<file path="src/rtl/dual_issue_hazard_scheduler_if.sv">
`default_nettype none
// ============================================================================
// Module      : dual_issue_hazard_scheduler_if
// Description : Decode-to-issue bundle: decoded pair, backend control and
//               issue decisions.
// Revision    : 1.0
// ============================================================================
interface dual_issue_hazard_scheduler_if;
    logic        i_pair_valid;
    logic        i_instr2_valid;
    logic [4:0]  i_rs1_addr_instr1;
    logic [4:0]  i_rs2_addr_instr1;
    logic [4:0]  i_rs1_addr_instr2;
    logic [4:0]  i_rs2_addr_instr2;
    logic [4:0]  i_rd_addr_instr1;
    logic [4:0]  i_rd_addr_instr2;
    logic        i_rd_we_instr1;
    logic        i_rd_we_instr2;
    logic [1:0]  i_unit_instr1;
    logic [1:0]  i_unit_instr2;
    logic        i_hold;
    logic        i_flush;
    logic        o_issue_instr1;
    logic        o_issue_instr2;
    logic [31:0] o_stall_cnt;

    modport master (
        output i_pair_valid, i_instr2_valid,
        output i_rs1_addr_instr1, i_rs2_addr_instr1,
        output i_rs1_addr_instr2, i_rs2_addr_instr2,
        output i_rd_addr_instr1, i_rd_addr_instr2,
        output i_rd_we_instr1, i_rd_we_instr2,
        output i_unit_instr1, i_unit_instr2,
        output i_hold, i_flush,
        input  o_issue_instr1, o_issue_instr2, o_stall_cnt
    );

    modport slave (
        input  i_pair_valid, i_instr2_valid,
        input  i_rs1_addr_instr1, i_rs2_addr_instr1,
        input  i_rs1_addr_instr2, i_rs2_addr_instr2,
        input  i_rd_addr_instr1, i_rd_addr_instr2,
        input  i_rd_we_instr1, i_rd_we_instr2,
        input  i_unit_instr1, i_unit_instr2,
        input  i_hold, i_flush,
        output o_issue_instr1, o_issue_instr2, o_stall_cnt
    );
endinterface
`default_nettype wire

</file>
<file path="src/rtl/dual_issue_hazard_scheduler.sv">
`default_nettype none
// ============================================================================
// Module      : dual_issue_hazard_scheduler
// Description : Dual-issue RAW scheduler with a 32-entry countdown scoreboard.
//               Optional stall counter: DUAL_ISSUE_STALL_CNT_EN.
// Revision    : 1.0
// ============================================================================
module dual_issue_hazard_scheduler #(
    parameter int unsigned ALU_LAT = 0,
    parameter int unsigned BRU_LAT = 0,
    parameter int unsigned MEM_LAT = 2,
    parameter int unsigned CNT_W   = 3
) (
    input  wire logic                  i_clk,
    input  wire logic                  i_rst_n,
    dual_issue_hazard_scheduler_if.slave bus
);

    localparam logic [1:0] c_UNIT_ALU = 2'b00;
    localparam logic [1:0] c_UNIT_BRU = 2'b01;

    logic [CNT_W-1:0] cnt_q [32];
    logic [CNT_W-1:0] cnt_d [32];

    logic w_src1_ok;
    logic w_src2_ok;
    logic w_raw12;
    logic w_mem2;
    logic w_ready1;
    logic w_issue2;

    function automatic logic [CNT_W-1:0] lat_of(input logic [1:0] unit);
        case (unit)
            c_UNIT_ALU: lat_of = CNT_W'(ALU_LAT);
            c_UNIT_BRU: lat_of = CNT_W'(BRU_LAT);
            default:    lat_of = CNT_W'(MEM_LAT);
        endcase
    endfunction

    // cnt_q[0] is pinned to zero, so x0 always reads as ready.
    assign w_src1_ok = (cnt_q[bus.i_rs1_addr_instr1] == '0) &&
                       (cnt_q[bus.i_rs2_addr_instr1] == '0);
    assign w_src2_ok = (cnt_q[bus.i_rs1_addr_instr2] == '0) &&
                       (cnt_q[bus.i_rs2_addr_instr2] == '0);
    assign w_raw12   = bus.i_rd_we_instr1 && (bus.i_rd_addr_instr1 != 5'd0) &&
                       ((bus.i_rd_addr_instr1 == bus.i_rs1_addr_instr2) ||
                        (bus.i_rd_addr_instr1 == bus.i_rs2_addr_instr2));
    // Units 10 and 11 both occupy the single memory port.
    assign w_mem2    = bus.i_unit_instr1[1] && bus.i_unit_instr2[1];

    assign w_ready1  = i_rst_n && bus.i_pair_valid && !bus.i_hold &&
                       !bus.i_flush && w_src1_ok;
    assign w_issue2  = w_ready1 && bus.i_instr2_valid && w_src2_ok &&
                       !w_raw12 && !w_mem2;

    assign bus.o_issue_instr1 = w_ready1;
    assign bus.o_issue_instr2 = w_issue2;

    always_comb begin
        for (int r = 0; r < 32; r++) begin
            cnt_d[r] = cnt_q[r];
        end
        if (bus.i_flush) begin
            for (int r = 0; r < 32; r++) begin
                cnt_d[r] = '0;
            end
        end else if (!bus.i_hold) begin
            for (int r = 0; r < 32; r++) begin
                if (cnt_q[r] != '0) begin
                    cnt_d[r] = cnt_q[r] - 1'b1;
                end
            end
            // Slot 2 is applied last so the younger writer wins a shared rd.
            if (w_ready1 && bus.i_rd_we_instr1) begin
                cnt_d[bus.i_rd_addr_instr1] = lat_of(bus.i_unit_instr1);
            end
            if (w_issue2 && bus.i_rd_we_instr2) begin
                cnt_d[bus.i_rd_addr_instr2] = lat_of(bus.i_unit_instr2);
            end
        end
        cnt_d[0] = '0;
    end

    always_ff @(posedge i_clk or negedge i_rst_n) begin
        if (!i_rst_n) begin
            for (int r = 0; r < 32; r++) begin
                cnt_q[r] <= '0;
            end
        end else begin
            for (int r = 0; r < 32; r++) begin
                cnt_q[r] <= cnt_d[r];
            end
        end
    end

`ifdef DUAL_ISSUE_STALL_CNT_EN
    logic [31:0] stall_q;
    logic [31:0] stall_d;

    always_comb begin
        stall_d = stall_q;
        if (bus.i_pair_valid && !bus.i_hold && !bus.i_flush &&
            !w_ready1 && (stall_q != 32'hFFFF_FFFF)) begin
            stall_d = stall_q + 32'd1;
        end
    end

    always_ff @(posedge i_clk or negedge i_rst_n) begin
        if (!i_rst_n) begin
            stall_q <= '0;
        end else begin
            stall_q <= stall_d;
        end
    end

    assign bus.o_stall_cnt = stall_q;
`else
    assign bus.o_stall_cnt = '0;
`endif

endmodule
`default_nettype wire

</file>
<file path="src/flat_wrapper.sv">
// flat-port wrapper written by rule: the top's interface ports become plain ports
module dual_issue_hazard_scheduler_flat 
#(
    parameter int unsigned ALU_LAT = 0,
    parameter int unsigned BRU_LAT = 0,
    parameter int unsigned MEM_LAT = 2,
    parameter int unsigned CNT_W   = 3
)
  (i_clk, i_rst_n, bus_i_pair_valid, bus_i_instr2_valid, bus_i_rs1_addr_instr1, bus_i_rs2_addr_instr1, bus_i_rs1_addr_instr2, bus_i_rs2_addr_instr2, bus_i_rd_addr_instr1, bus_i_rd_addr_instr2, bus_i_rd_we_instr1, bus_i_rd_we_instr2, bus_i_unit_instr1, bus_i_unit_instr2, bus_i_hold, bus_i_flush, bus_o_issue_instr1, bus_o_issue_instr2, bus_o_stall_cnt);
  dual_issue_hazard_scheduler_if bus_i ();
  input  wire logic i_clk;
  input  wire logic i_rst_n;
  input wire logic [$bits(bus_i.i_pair_valid)-1:0] bus_i_pair_valid;
  input wire logic [$bits(bus_i.i_instr2_valid)-1:0] bus_i_instr2_valid;
  input wire logic [$bits(bus_i.i_rs1_addr_instr1)-1:0] bus_i_rs1_addr_instr1;
  input wire logic [$bits(bus_i.i_rs2_addr_instr1)-1:0] bus_i_rs2_addr_instr1;
  input wire logic [$bits(bus_i.i_rs1_addr_instr2)-1:0] bus_i_rs1_addr_instr2;
  input wire logic [$bits(bus_i.i_rs2_addr_instr2)-1:0] bus_i_rs2_addr_instr2;
  input wire logic [$bits(bus_i.i_rd_addr_instr1)-1:0] bus_i_rd_addr_instr1;
  input wire logic [$bits(bus_i.i_rd_addr_instr2)-1:0] bus_i_rd_addr_instr2;
  input wire logic [$bits(bus_i.i_rd_we_instr1)-1:0] bus_i_rd_we_instr1;
  input wire logic [$bits(bus_i.i_rd_we_instr2)-1:0] bus_i_rd_we_instr2;
  input wire logic [$bits(bus_i.i_unit_instr1)-1:0] bus_i_unit_instr1;
  input wire logic [$bits(bus_i.i_unit_instr2)-1:0] bus_i_unit_instr2;
  input wire logic [$bits(bus_i.i_hold)-1:0] bus_i_hold;
  input wire logic [$bits(bus_i.i_flush)-1:0] bus_i_flush;
  output wire logic [$bits(bus_i.o_issue_instr1)-1:0] bus_o_issue_instr1;
  output wire logic [$bits(bus_i.o_issue_instr2)-1:0] bus_o_issue_instr2;
  output wire logic [$bits(bus_i.o_stall_cnt)-1:0] bus_o_stall_cnt;
  assign bus_i.i_pair_valid = bus_i_pair_valid;
  assign bus_i.i_instr2_valid = bus_i_instr2_valid;
  assign bus_i.i_rs1_addr_instr1 = bus_i_rs1_addr_instr1;
  assign bus_i.i_rs2_addr_instr1 = bus_i_rs2_addr_instr1;
  assign bus_i.i_rs1_addr_instr2 = bus_i_rs1_addr_instr2;
  assign bus_i.i_rs2_addr_instr2 = bus_i_rs2_addr_instr2;
  assign bus_i.i_rd_addr_instr1 = bus_i_rd_addr_instr1;
  assign bus_i.i_rd_addr_instr2 = bus_i_rd_addr_instr2;
  assign bus_i.i_rd_we_instr1 = bus_i_rd_we_instr1;
  assign bus_i.i_rd_we_instr2 = bus_i_rd_we_instr2;
  assign bus_i.i_unit_instr1 = bus_i_unit_instr1;
  assign bus_i.i_unit_instr2 = bus_i_unit_instr2;
  assign bus_i.i_hold = bus_i_hold;
  assign bus_i.i_flush = bus_i_flush;
  assign bus_o_issue_instr1 = bus_i.o_issue_instr1;
  assign bus_o_issue_instr2 = bus_i.o_issue_instr2;
  assign bus_o_stall_cnt = bus_i.o_stall_cnt;
  dual_issue_hazard_scheduler #(.ALU_LAT(ALU_LAT), .BRU_LAT(BRU_LAT), .MEM_LAT(MEM_LAT), .CNT_W(CNT_W)) u_core (.i_clk(i_clk), .i_rst_n(i_rst_n), .bus(bus_i));
endmodule
</file>
<file path="config.mk">
export PLATFORM = sky130hd
export DESIGN_NAME = dual_issue_hazard_scheduler_flat
export DESIGN_NICKNAME = d
export VERILOG_FILES = /design/src/rtl/dual_issue_hazard_scheduler_if.sv /design/src/rtl/dual_issue_hazard_scheduler.sv /design/src/flat_wrapper.sv
export SDC_FILE = /design/constraint.sdc
export NUM_CORES = 1
export LEC_CHECK = 0
export CORE_MARGIN = 4
export CORE_UTILIZATION = 45
export CTS_BUF_LIST = sky130_fd_sc_hd__clkbuf_4 sky130_fd_sc_hd__clkbuf_8
export DETAILED_ROUTE_END_ITERATION = 10
export PLACE_DENSITY = 0.74
export SYNTH_ARGS = -nofsm -noshare
export SYNTH_HDL_FRONTEND = slang
export SYNTH_SLANG_ARGS = --single-unit
</file>
<file path="constraint.sdc">
create_clock -name i_clk -period 12.9 [get_ports i_clk]
set_clock_uncertainty 0.1 [all_clocks]
set_input_delay 3.225 -clock i_clk [delete_from_list [all_inputs] [get_ports i_clk]]
set_output_delay 3.225 -clock i_clk [all_outputs]
set_load 0.01 [all_outputs]
</file>
---- Yosys cells after proc, flatten, opt, wreduce, memory -nomap -nowiden ----
Cells that the tools add are included.
storage, ports and cells
  word-level logic and storage cells ...... 270
  output and inout bits ................... 34
  bits of input ports ..................... 42
  bits in registers ....................... 93
operators by class
  magnitude comparators ................... 8
  eq/ne operators ......................... 5
  bitwise operators ....................... 6
  multiplexer cells ....................... 127
  $add $sub $neg .......................... 31
  reduce and logical (&&, ||, !) cells .... 62
operators with widths
  cell                                                                           count
  3-bit two-way mux                                                              111
  96-bit two-way mux                                                             3
  93-bit two-way mux                                                             3
  96-bit bitwise mux                                                             2
  3-bit nonzero test                                                             31
  3-bit by 1-bit subtractor with 3-bit output (second input constant)            31
  3-bit binary-select mux with 5-bit select                                      4
  6-bit >= comparator (second input constant)                                    6
  5-bit inverter with 6-bit output                                               6
  3-bit demux with 5-bit select                                                  2
  1-bit logical AND                                                              17
  3-bit zero test                                                                4
  6-bit by 1-bit less-than comparator with 1-bit output (second input constant)  2
  5-bit == test                                                                  2
  5-bit nonzero test                                                             1
  2-bit by 1-bit == test with 1-bit output (second input constant)               2
  1-bit zero test                                                                4
  2-bit zero test                                                                2
  2-bit two-way mux                                                              2
  2-bit OR reduction                                                             2
  2-bit by 1-bit != test with 1-bit output (second input constant)               1
  1-bit logical OR                                                               1

---- Logic depth before layout (Yosys ltp) ----
Gate-level depths: netlist of run 1.
  depth in word-level cells ............... 19
  depth in mapped cells ................... 13

---- Least setup slack after synthesis of run 1 ----
Ideal clock, no wire load.
  path type ............................... input to output
  start point ............................. in bus_i_rs1_addr_instr2[1]
  end point ............................... out bus_o_issue_instr2
  required time ........................... 9.575 ns
  buffers on the path ..................... 3
  arrival time ............................ 5.340 ns
  stages .................................. 10
  path slack .............................. 4.235 ns
  path through ............................ buf_2 -> buf_2 -> or2_2 -> o221ai_1 -> o2111ai_1 -> a21oi_1 -> nor2_1 -> nand4_4 -> clkbuf_1 -> inv_1
on the way
  cells in the longest elaborated chain, start to end .. 9
ends and longest elaborated chain
  item                                                    RTL line                           source
  start: declaration                                      flat_wrapper.sv:17                 input wire logic [$bits(bus_i.i_rs1_addr_instr2)-1:0] bus_i_rs1_addr_instr2;
  5-bit inverter with 6-bit output (implied by the code)  dual_issue_hazard_scheduler.sv:43  assign w_src2_ok = (cnt_q[bus.i_rs1_addr_instr2] == '0) &&
  3-bit binary-select mux with 5-bit select               dual_issue_hazard_scheduler.sv:43
  3-bit two-way mux (implied by the code) (2 in a row)    dual_issue_hazard_scheduler.sv:43
  3-bit zero test                                         dual_issue_hazard_scheduler.sv:43
  1-bit logical AND                                       dual_issue_hazard_scheduler.sv:43
  1-bit logical AND                                       dual_issue_hazard_scheduler.sv:53  assign w_issue2 = w_ready1 && bus.i_instr2_valid && w_src2_ok &&
  1-bit logical AND (*)                                   dual_issue_hazard_scheduler.sv:53
  1-bit logical AND (*)                                   dual_issue_hazard_scheduler.sv:54  !w_raw12 && !w_mem2;
  end: declaration                                        flat_wrapper.sv:28                 output wire logic [$bits(bus_i.o_issue_instr2)-1:0] bus_o_issue_instr2;
Mark *: on every way between the ends. The rest lies on a longest branch, timed or not. The select of a mux whose other input is x is not followed.

---- Worst setup path after layout of run 1 ----
  start point ............................. in bus_i_rs1_addr_instr1[1]
  end point ............................... out bus_o_issue_instr1
on the way
  cells in the longest elaborated chain, start to end .. 7
ends and longest elaborated chain
  item                                                    RTL line                           source
  start: declaration                                      flat_wrapper.sv:15                 input wire logic [$bits(bus_i.i_rs1_addr_instr1)-1:0] bus_i_rs1_addr_instr1;
  5-bit inverter with 6-bit output (implied by the code)  dual_issue_hazard_scheduler.sv:41  assign w_src1_ok = (cnt_q[bus.i_rs1_addr_instr1] == '0) &&
  3-bit binary-select mux with 5-bit select               dual_issue_hazard_scheduler.sv:41
  3-bit two-way mux (implied by the code) (2 in a row)    dual_issue_hazard_scheduler.sv:41
  3-bit zero test                                         dual_issue_hazard_scheduler.sv:41
  1-bit logical AND                                       dual_issue_hazard_scheduler.sv:41
  1-bit logical AND                                       dual_issue_hazard_scheduler.sv:52  !bus.i_flush && w_src1_ok;
  end: declaration                                        flat_wrapper.sv:27                 output wire logic [$bits(bus_i.o_issue_instr1)-1:0] bus_o_issue_instr1;
No other way between the ends. The select of a mux whose other input is x is not followed.

==> out/metrics.cfg, run 1 <==
[outcome]
status=complete, no violations

[detailed_routing]
vias=9631
wl_met3_um=2964
viasPerCell=6.416
dr.pass1.iters=5
drtIter0Drc=1216
wl_um=30400
drtAntennaViolNets=0
drc_errors=0
routed.top_layer=met4
dr_wl_met2_um=13870
wl_per_cell_um=20.25
drt-met1-wl_um=12380

[worst_setup_path]
r2r_cells=10
reg2reg_from=u_core.cnt_q[40]
critPathLaunchType=input pin
cp-end-kind=primary output
cp_max_fo=44
arrival_ns=7.63
r2r_slack_ns=8.22
timing.rr.end=u_core.cnt_q[9]
critPathKind=in -> out
cp.required_ns=9.57

[timing]
rsz0062_at_grt=false
hold_viol=0
max_freq_ghz=0.09132
worstMarginPinSlew_ns=1.008
fin_crit_sh=0.8488
hold_slack_ns=0.4122
fin_crit_ns=10.95
setup_viol=0
slew_viol_final=0
slew_headroom=0.3265
finalSetupTns_ns=0

[synth]
ys_warn_count=0
synthFlopType=dfrtp_1
ys_ff_latch=93
synth_cells=1238
ys_seq_area_frac=0.2397
async_flop_share=1.000
syn-cell-area_um2=9709
synth.distinct_cells=70
synth-edff-count=0
syn_avg_cell_area_um2=7.843

[global_routing]
grtUsageTotal=0.2473
first_global_vias=8794
antenna_found_initial=0
grt_pass1_wl_um=47700
grt_max_degree=66
grt_remaining_overflow=0

[placed_design]
gp_congestion=0.9392
dp_hpwl_um=21410
placed_area_um2=10120
port_buffers=41

[final_layout]
syn2layout_area_growth_pct=6.134
largestRegisters=u_core.cnt_q x93
antennaDiodeCount=0
layout_common_cells=nand2_1, dfrtp_1, a21oi_1, inv_1, nor2_1
regMostFlops=u_core.cnt_q
mostFrequentLayoutCell=nand2_1
design_area_um2=10300
final_core_util=0.4871
largest_reg_flops=93
layout-drive-gt1-share=0.06688
nets=1326

[power_and_ir_drop]
peakVddDrop_mv=0.06006
leakagePower_uw=0.004141
pwr_density_cell_nw_per_um2=196.7

[clock_tree]
clk_pin_slew_ns=0.10
numCtsBuffers=9
insertion_delay_ns=0.40
h-tree-depth=3
hold_buffers=0
cts-root-buf=clkbuf_8
ctsResizeCount=0
post_cts_buffers=0
cts.sinks=93
cts_tree=yes
ctsLongestPathBuffers=2

[floorplan]
io-pin-count=76
die_w_um=154.9
fp.coreArea_um2=21150
rows=53
die_area_um2=23990
die_h_um=154.9
start_util=0.4590

[min_path]
min_from=u_core.cnt_q[72]
worstHoldPathCells=1
hold_path.class=reg -> reg
hold_path_end=u_core.cnt_q[72]

[run]
maxCapViolCount=0

cell type report:
type                       count  area [µm²]
clock buffer                  14       180.2
clock inverter                 1       5.005
fill                        2079       10850
inverter                      82       307.8
multi-input combinational    984        6660
sequential                    93        2327
tap                          275       344.1
timing repair buffer          52       480.5
power breakdown:
group / internal (µW) / total [µW] / switching, µW
Sequential: 394 / 538 / 144
Clock: 89.3 / 202 / 113
Combinational: 571 / 1290 / 715
per-layer routing:
metal  up-vias  global-route usage
met5         -                   0
met4         0              0.1005
met3        94             0.05007
met2       512              0.3906
met1      4608              0.3320
li1       4417                   -
cell families (layout without fill, tap and decap cells):
family | after synthesis | after routing | synth area share
and+or+nand+nor | 521 | 521 | 0.2951
AOI/OAI and AO/OA | 286 | 286 | 0.1902
buffers and inverters | 192 | 149 | 0.08789
DFF | 93 | 93 | 0.2397
muxes | 73 | 73 | 0.09781
adders and majority gates | 62 | 62 | 0.07990
xor gates and xnor gates | 10 | 10 | 0.009020
other | 1 | 32 | 0.0003862
how the worst max path moves through the flow:
stage | endpoint | depth (start not counted) | start | slack (ns)
6_report | bus_o_issue_instr1 | 10 | bus_i_rs1_addr_instr1[1] | 1.95
5_1_grt | bus_o_issue_instr1 | 10 | bus_i_rs1_addr_instr1[1] | 1.81
4_1_cts | bus_o_issue_instr1 | 10 | bus_i_rs1_addr_instr1[1] | 2.11
3_5_place_dp | bus_o_issue_instr1 | 10 | bus_i_rs1_addr_instr1[1] | 2.13
3_3_place_gp | bus_o_issue_instr1 | 10 | bus_i_rs1_addr_instr1[1] | 2.20
2_1_floorplan | bus_o_issue_instr2 | 10 | bus_i_rs1_addr_instr2[1] | 4.23
synthesized netlist by cell type, types with 38 or more instances:
| cell | n | share of area |
|---|---|---|
| nand2_1 | 94 | 0.036 |
| dfrtp_1 | 93 | 0.24 |
| a21oi_1 | 92 | 0.047 |
| nor2_1 | 82 | 0.032 |
| inv_1 | 81 | 0.031 |
| clkbuf_1 | 65 | 0.025 |
| ha_1 | 62 | 0.080 |
| o21ai_0 | 62 | 0.032 |
| nor3_1 | 60 | 0.031 |
| nand4_1 | 44 | 0.028 |
| mux2i_1 | 42 | 0.043 |
| nand3_1 | 38 | 0.020 |
through the flow:
| step | worst slack (ns) | cells | power [µW] |
|---|---|---|---|
| 2_1_floorplan | 4.235 | 1269 | 1497 |
| 3_3_place_gp | 2.197 | 1486 | 1743 |
| 3_5_place_dp | 2.126 | 1486 | 1805 |
| 4_1_cts | 2.109 | 1501 | 2010 |
| 5_1_grt | 1.812 | 1501 | 2215 |
| 6_report | 1.950 | 1501 | 2027 |
worst max-delay path, stage by stage:
cell and delay, ns:
clkdlybuf4s50_1 0.95, inv_1 0.26, mux4_2 0.40, a21oi_1 0.06, a211oi_1 0.28, a41o_1 0.13
buf_4 0.41, nand2_1 0.73, inv_1 0.53, clkdlybuf4s50_1 0.62
Power figures use the tool's default switching activity.
==> run 2: changes to the inputs <==
clock period = 10.9 ns   (was 12.9 ns; I/O delays follow)
==> out/metrics.cfg, run 2 (synthesis results as in run 1) <==
[timing]
rsz0062_at_grt=false  ; unchanged
max_freq_ghz=0.1057
hold_slack_ns=0.4174  ; was 0.4122 ns
worstMarginPinSlew_ns=1.025  ; was 1.008 ns
slew_viol_final=0  ; unchanged
finalSetupTns_ns=0  ; unchanged
fin_crit_sh=0.8681
fin_crit_ns=9.462
slew_headroom=0.3143  ; was 0.3265
hold_viol=0  ; unchanged
setup_viol=0  ; unchanged

[outcome]
status=complete, no violations  ; unchanged

[global_routing]
grt_max_degree=64  ; was 66
grtUsageTotal=0.2540  ; was 0.2473
first_global_vias=9059  ; was 8794
grt_pass1_wl_um=48750  ; was 47700 µm
antenna_found_initial=0  ; unchanged
grt_remaining_overflow=0  ; unchanged

[min_path]
worstHoldPathCells=1  ; unchanged
min_from=u_core.cnt_q[72]  ; unchanged
hold_path.class=reg -> reg  ; unchanged

[worst_setup_path]
cp_max_fo=25  ; was 44
cp_num_cells=10  ; unchanged
critPathLaunch=bus_i_rs2_addr_instr2[1]  ; was bus_i_rs1_addr_instr1[1]
reg2reg_from=u_core.cnt_q[75]  ; was u_core.cnt_q[40]
cp_slowest_cell=clkdlybuf4s50_1  ; unchanged
critPathKind=in -> out  ; unchanged
slowest_delay_ns=0.86  ; was 0.95 ns
crit_buf_inv=5  ; unchanged
critPathTopFamily=buffers and inverters  ; unchanged
arrival_ns=6.64  ; was 7.63 ns
cp.required_ns=8.08  ; was 9.57 ns
crit_path_cell_trace=clkdlybuf4s50_1 -> clkinv_1 -> mux4_2 -> a221oi_1 -> a41o_1 -> nor4_4 -> buf_4 -> nand4_4 -> inv_1 -> clkdlybuf4s50_1  ; was clkdlybuf4s50_1 -> inv_1 -> mux4_2 -> a21oi_1 -> a211oi_1 -> a41o_1 -> buf_4 -> nand2_1 -> inv_1 -> clkdlybuf4s50_1
critPathLaunchType=input pin  ; unchanged
crit_top_cell=clkdlybuf4s50_1
r2r_cells=10  ; unchanged
cp-end-kind=primary output  ; unchanged

[floorplan]
die_area_um2=23990  ; unchanged
fp.coreArea_um2=21150  ; unchanged
die_w_um=154.9  ; unchanged
io-pin-count=76  ; unchanged
rows=53  ; unchanged
die_h_um=154.9  ; unchanged
start_util=0.4590  ; unchanged

[detailed_routing]
drc_errors=0  ; unchanged
wl_um=30640  ; was 30400 µm
wl_per_cell_um=20.36  ; was 20.25 µm
dr.pass1.iters=8  ; was 5
viasPerCell=6.374  ; was 6.416
vias=9593  ; was 9631
drtAntennaViolNets=0  ; unchanged
drtIter0Drc=1170  ; was 1216

[clock_tree]
ctsLongestPathBuffers=2  ; unchanged
clk_pin_slew_ns=0.09  ; was 0.10 ns
cts-root-buf=clkbuf_8  ; unchanged
h-tree-depth=3  ; unchanged
numCtsBuffers=9  ; unchanged
cts_tree=yes  ; unchanged
ctsResizeCount=0  ; unchanged
cts.sinks=93  ; unchanged
insertion_delay_ns=0.41  ; was 0.40 ns
hold_buffers=0  ; unchanged
post_cts_buffers=0  ; unchanged

[placed_design]
port_buffers=41  ; unchanged
dp_hpwl_um=21810  ; was 21410 µm
placed_area_um2=10140  ; was 10120 µm²
gp_congestion=0.9973  ; was 0.9392

[power_and_ir_drop]
combPwrFrac=0.626  ; was 0.635
netSwitchingPower_uw=1153  ; was 971.7 µW
clkPwrFrac=0.111  ; was 0.100
p_sw_frac=0.4776  ; was 0.4795
pwr_density_cell_nw_per_um2=233.1  ; was 196.7 nW/µm²
peakVddDrop_mv=0.1016  ; was 0.06006 mV
internal_power_uw=1261  ; was 1055 µW
p_seq_frac=0.263  ; was 0.266
leakagePower_uw=0.004165  ; was 0.004141 µW

[final_layout]
regMostFlops=u_core.cnt_q  ; unchanged
design_area_um2=10350  ; was 10300 µm²
largestRegisters=u_core.cnt_q x93  ; unchanged
layout_common_cells=nand2_1, dfrtp_1, a21oi_1, inv_1, nor2_1  ; unchanged
syn2layout_area_growth_pct=6.623  ; was 6.134%
layout-drive-gt1-share=0.06992  ; was 0.06688
mostFrequentLayoutCell=nand2_1  ; unchanged
nets=1329  ; was 1326
largest_reg_flops=93  ; unchanged
antennaDiodeCount=0  ; unchanged

[run]
maxCapViolCount=0  ; unchanged

run 2: cell types whose count changed in the layout (fill, tap and decap cells not counted):
cell | before | now
buf_4 | 12 | 15
bufinv_16 | 0 | 1
clkbuf_4 | 2 | 1
clkbuf_8 | 12 | 10
clkinv_2 | 1 | 0
clkinv_4 | 0 | 1
inv_6 | 0 | 3
run 2: metrics by stage:
stage	setup WS, ns	std cells	power [µW]	util
3_5_place_dp	1.509	1489	2125	0.4794
2_1_floorplan	3.235	1269	1771	-
3_3_place_gp	1.530	1489	2056	0.4794
6_report	1.438	1505	2413	0.4894
5_1_grt	1.288	1505	2660	0.4894
4_1_cts	1.500	1505	2398	0.4894
run 2: final cells by class:
type | instances | area [µm²]
Clock buffer | 11 | 145.1
Clock inverter | 5 | 65.06
Fill cell | 2046 | 10800
Inverter | 82 | 307.8
Multi-Input combinational cell | 984 | 6660
Sequential cell | 93 | 2327
Tap cell | 275 | 344.1
Timing Repair Buffer | 55 | 503.0
run 2: worst paths after layout:
kind                                      endpoint  slack, ns
worst max register to register     u_core.cnt_q[9]       6.43
max in group asynchronous         u_core.cnt_q[67]       7.15
worst min-delay path              u_core.cnt_q[72]       0.42
worst max-delay path            bus_o_issue_instr2       1.44
worst min register to register    u_core.cnt_q[72]       0.42
min in group asynchronous         u_core.cnt_q[32]       2.17
run 2: power by group through the flow:
| stage | sequential, µW | clock (µW) | combinational (µW) |
|---|---|---|---|
| 6_report | 636 | 268 | 1510 |
| 5_1_grt | 657 | 285 | 1720 |
| 4_1_cts | 629 | 272 | 1500 |
| 3_5_place_dp | 635 | 0 | 1490 |
| 3_3_place_gp | 629 | 0 | 1430 |
| 2_1_floorplan | 583 | 0 | 1190 |
run 2: metal layers:
metal	up-vias	wire length, µm	GRT usage	share of wire
li1	4433	-	-	-
met1	4584	12490	0.3424	0.41
met2	481	14010	0.3984	0.46
met3	95	2969	0.05229	0.097
met4	0	1168	0.1039	0.038
met5	-	0	0	0
run 2: worst register-to-register path: stages (launching register included):
cell	delay, ns
dfrtp_1	0.42
nor3_1	0.72
mux2i_1	0.18
mux4_2	0.50
a32o_1	0.31
nor4_4	0.22
buf_4	0.33
nand4_4	0.29
nor3_1	0.80
nor2_1	0.16
a221o_1	0.33
==> run 3: changes to the inputs <==
clock period = 9.7 ns   (was 10.9 ns; I/O delays follow)
==> out/metrics.cfg, run 3 (synthesis results as in run 1) <==
[timing]
slew_headroom=0.3068  ; was 0.3143
setup_slack_ns=1.131  ; was 1.438 ns
setup_viol=0  ; unchanged
finalSetupTns_ns=0  ; unchanged
fin_crit_ns=8.569
fin_crit_sh=0.8834
slew_viol_final=0  ; unchanged
rsz0062_at_grt=false  ; unchanged
hold_viol=0  ; unchanged
worstMarginPinSlew_ns=1.036  ; was 1.025 ns
max_freq_ghz=0.1167
hold_slack_ns=0.4149  ; was 0.4174 ns

[clock_tree]
ctsResizeCount=0  ; unchanged
ctsLongestPathBuffers=2  ; unchanged
post_cts_buffers=0  ; unchanged
h-tree-depth=3  ; unchanged
numCtsBuffers=9  ; unchanged
cts.sinks=93  ; unchanged
clk_pin_slew_ns=0.09  ; about the same
cts_tree=yes  ; unchanged
cts-root-buf=clkbuf_8  ; unchanged
insertion_delay_ns=0.41  ; about the same
hold_buffers=0  ; unchanged

[final_layout]
largestRegisters=u_core.cnt_q x93  ; unchanged
syn2layout_area_growth_pct=7.100  ; was 6.623%
largest_reg_flops=93  ; unchanged
regMostFlops=u_core.cnt_q  ; unchanged
layout-drive-gt1-share=0.07368  ; was 0.06992
design_area_um2=10400  ; was 10350 µm²
nets=1334  ; was 1329
mostFrequentLayoutCell=nand2_1  ; unchanged
antennaDiodeCount=0  ; unchanged
layout_common_cells=nand2_1, dfrtp_1, a21oi_1, inv_1, nor2_1  ; unchanged

[detailed_routing]
drtIter0Drc=1028  ; was 1170
drt-met1-wl_um=12540  ; was 12490 µm
drtAntennaViolNets=0  ; unchanged
routed.top_layer=met4  ; unchanged
viasPerCell=6.427  ; was 6.374
dr.pass1.iters=5  ; was 8
drc_errors=0  ; unchanged
wl_um=30550  ; was 30640 µm
wl_met3_um=2890  ; was 2969 µm
wl_per_cell_um=20.23  ; was 20.36 µm
vias=9705  ; was 9593
dr_wl_met2_um=13790  ; was 14010 µm

[power_and_ir_drop]
pwr_density_cell_nw_per_um2=263.3  ; was 233.1 nW/µm²
leakagePower_uw=0.004193  ; was 0.004165 µW
total_power_uw=2738  ; was 2413 µW
peakVddDrop_mv=0.09641  ; was 0.1016 mV

[global_routing]
grt_remaining_overflow=0  ; unchanged
grt_max_degree=66  ; was 64
grtUsageTotal=0.2526  ; was 0.2540
first_global_vias=9126  ; was 9059
antenna_found_initial=0  ; unchanged
grt_pass1_wl_um=48710  ; was 48750 µm

[floorplan]
die_w_um=154.9  ; unchanged
start_util=0.4590  ; unchanged
fp.coreArea_um2=21150  ; unchanged
die_area_um2=23990  ; unchanged
rows=53  ; unchanged
io-pin-count=76  ; unchanged
die_h_um=154.9  ; unchanged

[placed_design]
dp_hpwl_um=21760  ; was 21810 µm
preCtsSetupSlack_ns=1.169  ; was 1.509 ns
port_buffers=41  ; unchanged
gp_congestion=0.9733  ; was 0.9973
placed_area_um2=10180  ; was 10140 µm²

[outcome]
status=complete, no violations  ; unchanged

[worst_setup_path]
critPathLaunchType=input pin  ; unchanged
cp_max_fo=25  ; unchanged
critPathKind=in -> out  ; unchanged
cp-end-kind=primary output  ; unchanged
crit_top_cell=clkdlybuf4s50_1  ; unchanged
arrival_ns=6.04  ; was 6.64 ns
crit_path_cell_trace=clkdlybuf4s50_1 -> mux4_2 -> a211o_1 -> a41o_1 -> nor4_4 -> buf_4 -> nand4_4 -> inv_1 -> clkdlybuf4s50_1  ; was clkdlybuf4s50_1 -> clkinv_1 -> mux4_2 -> a221oi_1 -> a41o_1 -> nor4_4 -> buf_4 -> nand4_4 -> inv_1 -> clkdlybuf4s50_1
cp.required_ns=7.18  ; was 8.08 ns
slowest_delay_ns=0.99  ; was 0.86 ns
cp_slowest_cell=clkdlybuf4s50_1  ; unchanged

[run]
maxCapViolCount=0  ; unchanged

[min_path]
hold_path.class=reg -> reg  ; unchanged

## run 3: changes by cell type in the layout (fill, tap and decap cells not counted), sizes merged
cell / delta
clkinv: +3
inv: -3
clkbuf: -1
buf: +5
bufinv: +1
## run 3: report_power, final
group	leakage (µW)	switching [µW]	internal, µW
Combinational	0.00281	952	762
Clock	0.000114	159	148
Sequential	0.00127	191	524
Total	0.00419	1300	1430
## run 3: layout make-up
type	count	area [µm²]
Sequential cell	93	2327
Multi-Input combinational cell	984	6660
Inverter	82	307.8
Tap cell	275	344.1
Fill cell	2039	10760
Clock inverter	6	87.58
Clock buffer	10	131.4
Timing Repair Buffer	60	540.5
## run 3: path summary, 6_finish.rpt
path / startpoint / endpoint / slack (ns) / cells past startpoint
setup / recovery: bus_i_rs2_addr_instr2[0] / bus_o_issue_instr2 / 1.13 / 9
hold / removal: u_core.cnt_q[87] / u_core.cnt_q[87] / 0.41 / 1
setup reg to reg: u_core.cnt_q[75] / u_core.cnt_q[9] / 5.26 / 11
hold reg to reg: u_core.cnt_q[87] / u_core.cnt_q[87] / 0.41 / 1
max in group asynchronous: i_rst_n / u_core.cnt_q[70] / 6.36 / 2
min in group asynchronous: i_rst_n / u_core.cnt_q[26] / 1.87 / 1
## run 3: through the flow
stage	utilization	std cells
2_1_floorplan	-	1269
3_3_place_gp	0.4812	1494
3_5_place_dp	0.4812	1494
4_1_cts	0.4916	1510
5_1_grt	0.4916	1510
6_report	0.4916	1510
## run 3: per-layer routing
metal	vias to the layer above	global-route usage
met1	4680	0.3375
met3	106	0.05424
met5	-	0
li1	4432	-
met2	487	0.3922
met4	0	0.1161
## run 3: critical path: cells and delay by family
kind | cells | cell delay, ns
AOI/OAI and AO/OA | 2 | 0.57
buffers and inverters | 4 | 2.07
muxes | 1 | 0.59
and+or+nand+nor | 2 | 0.38
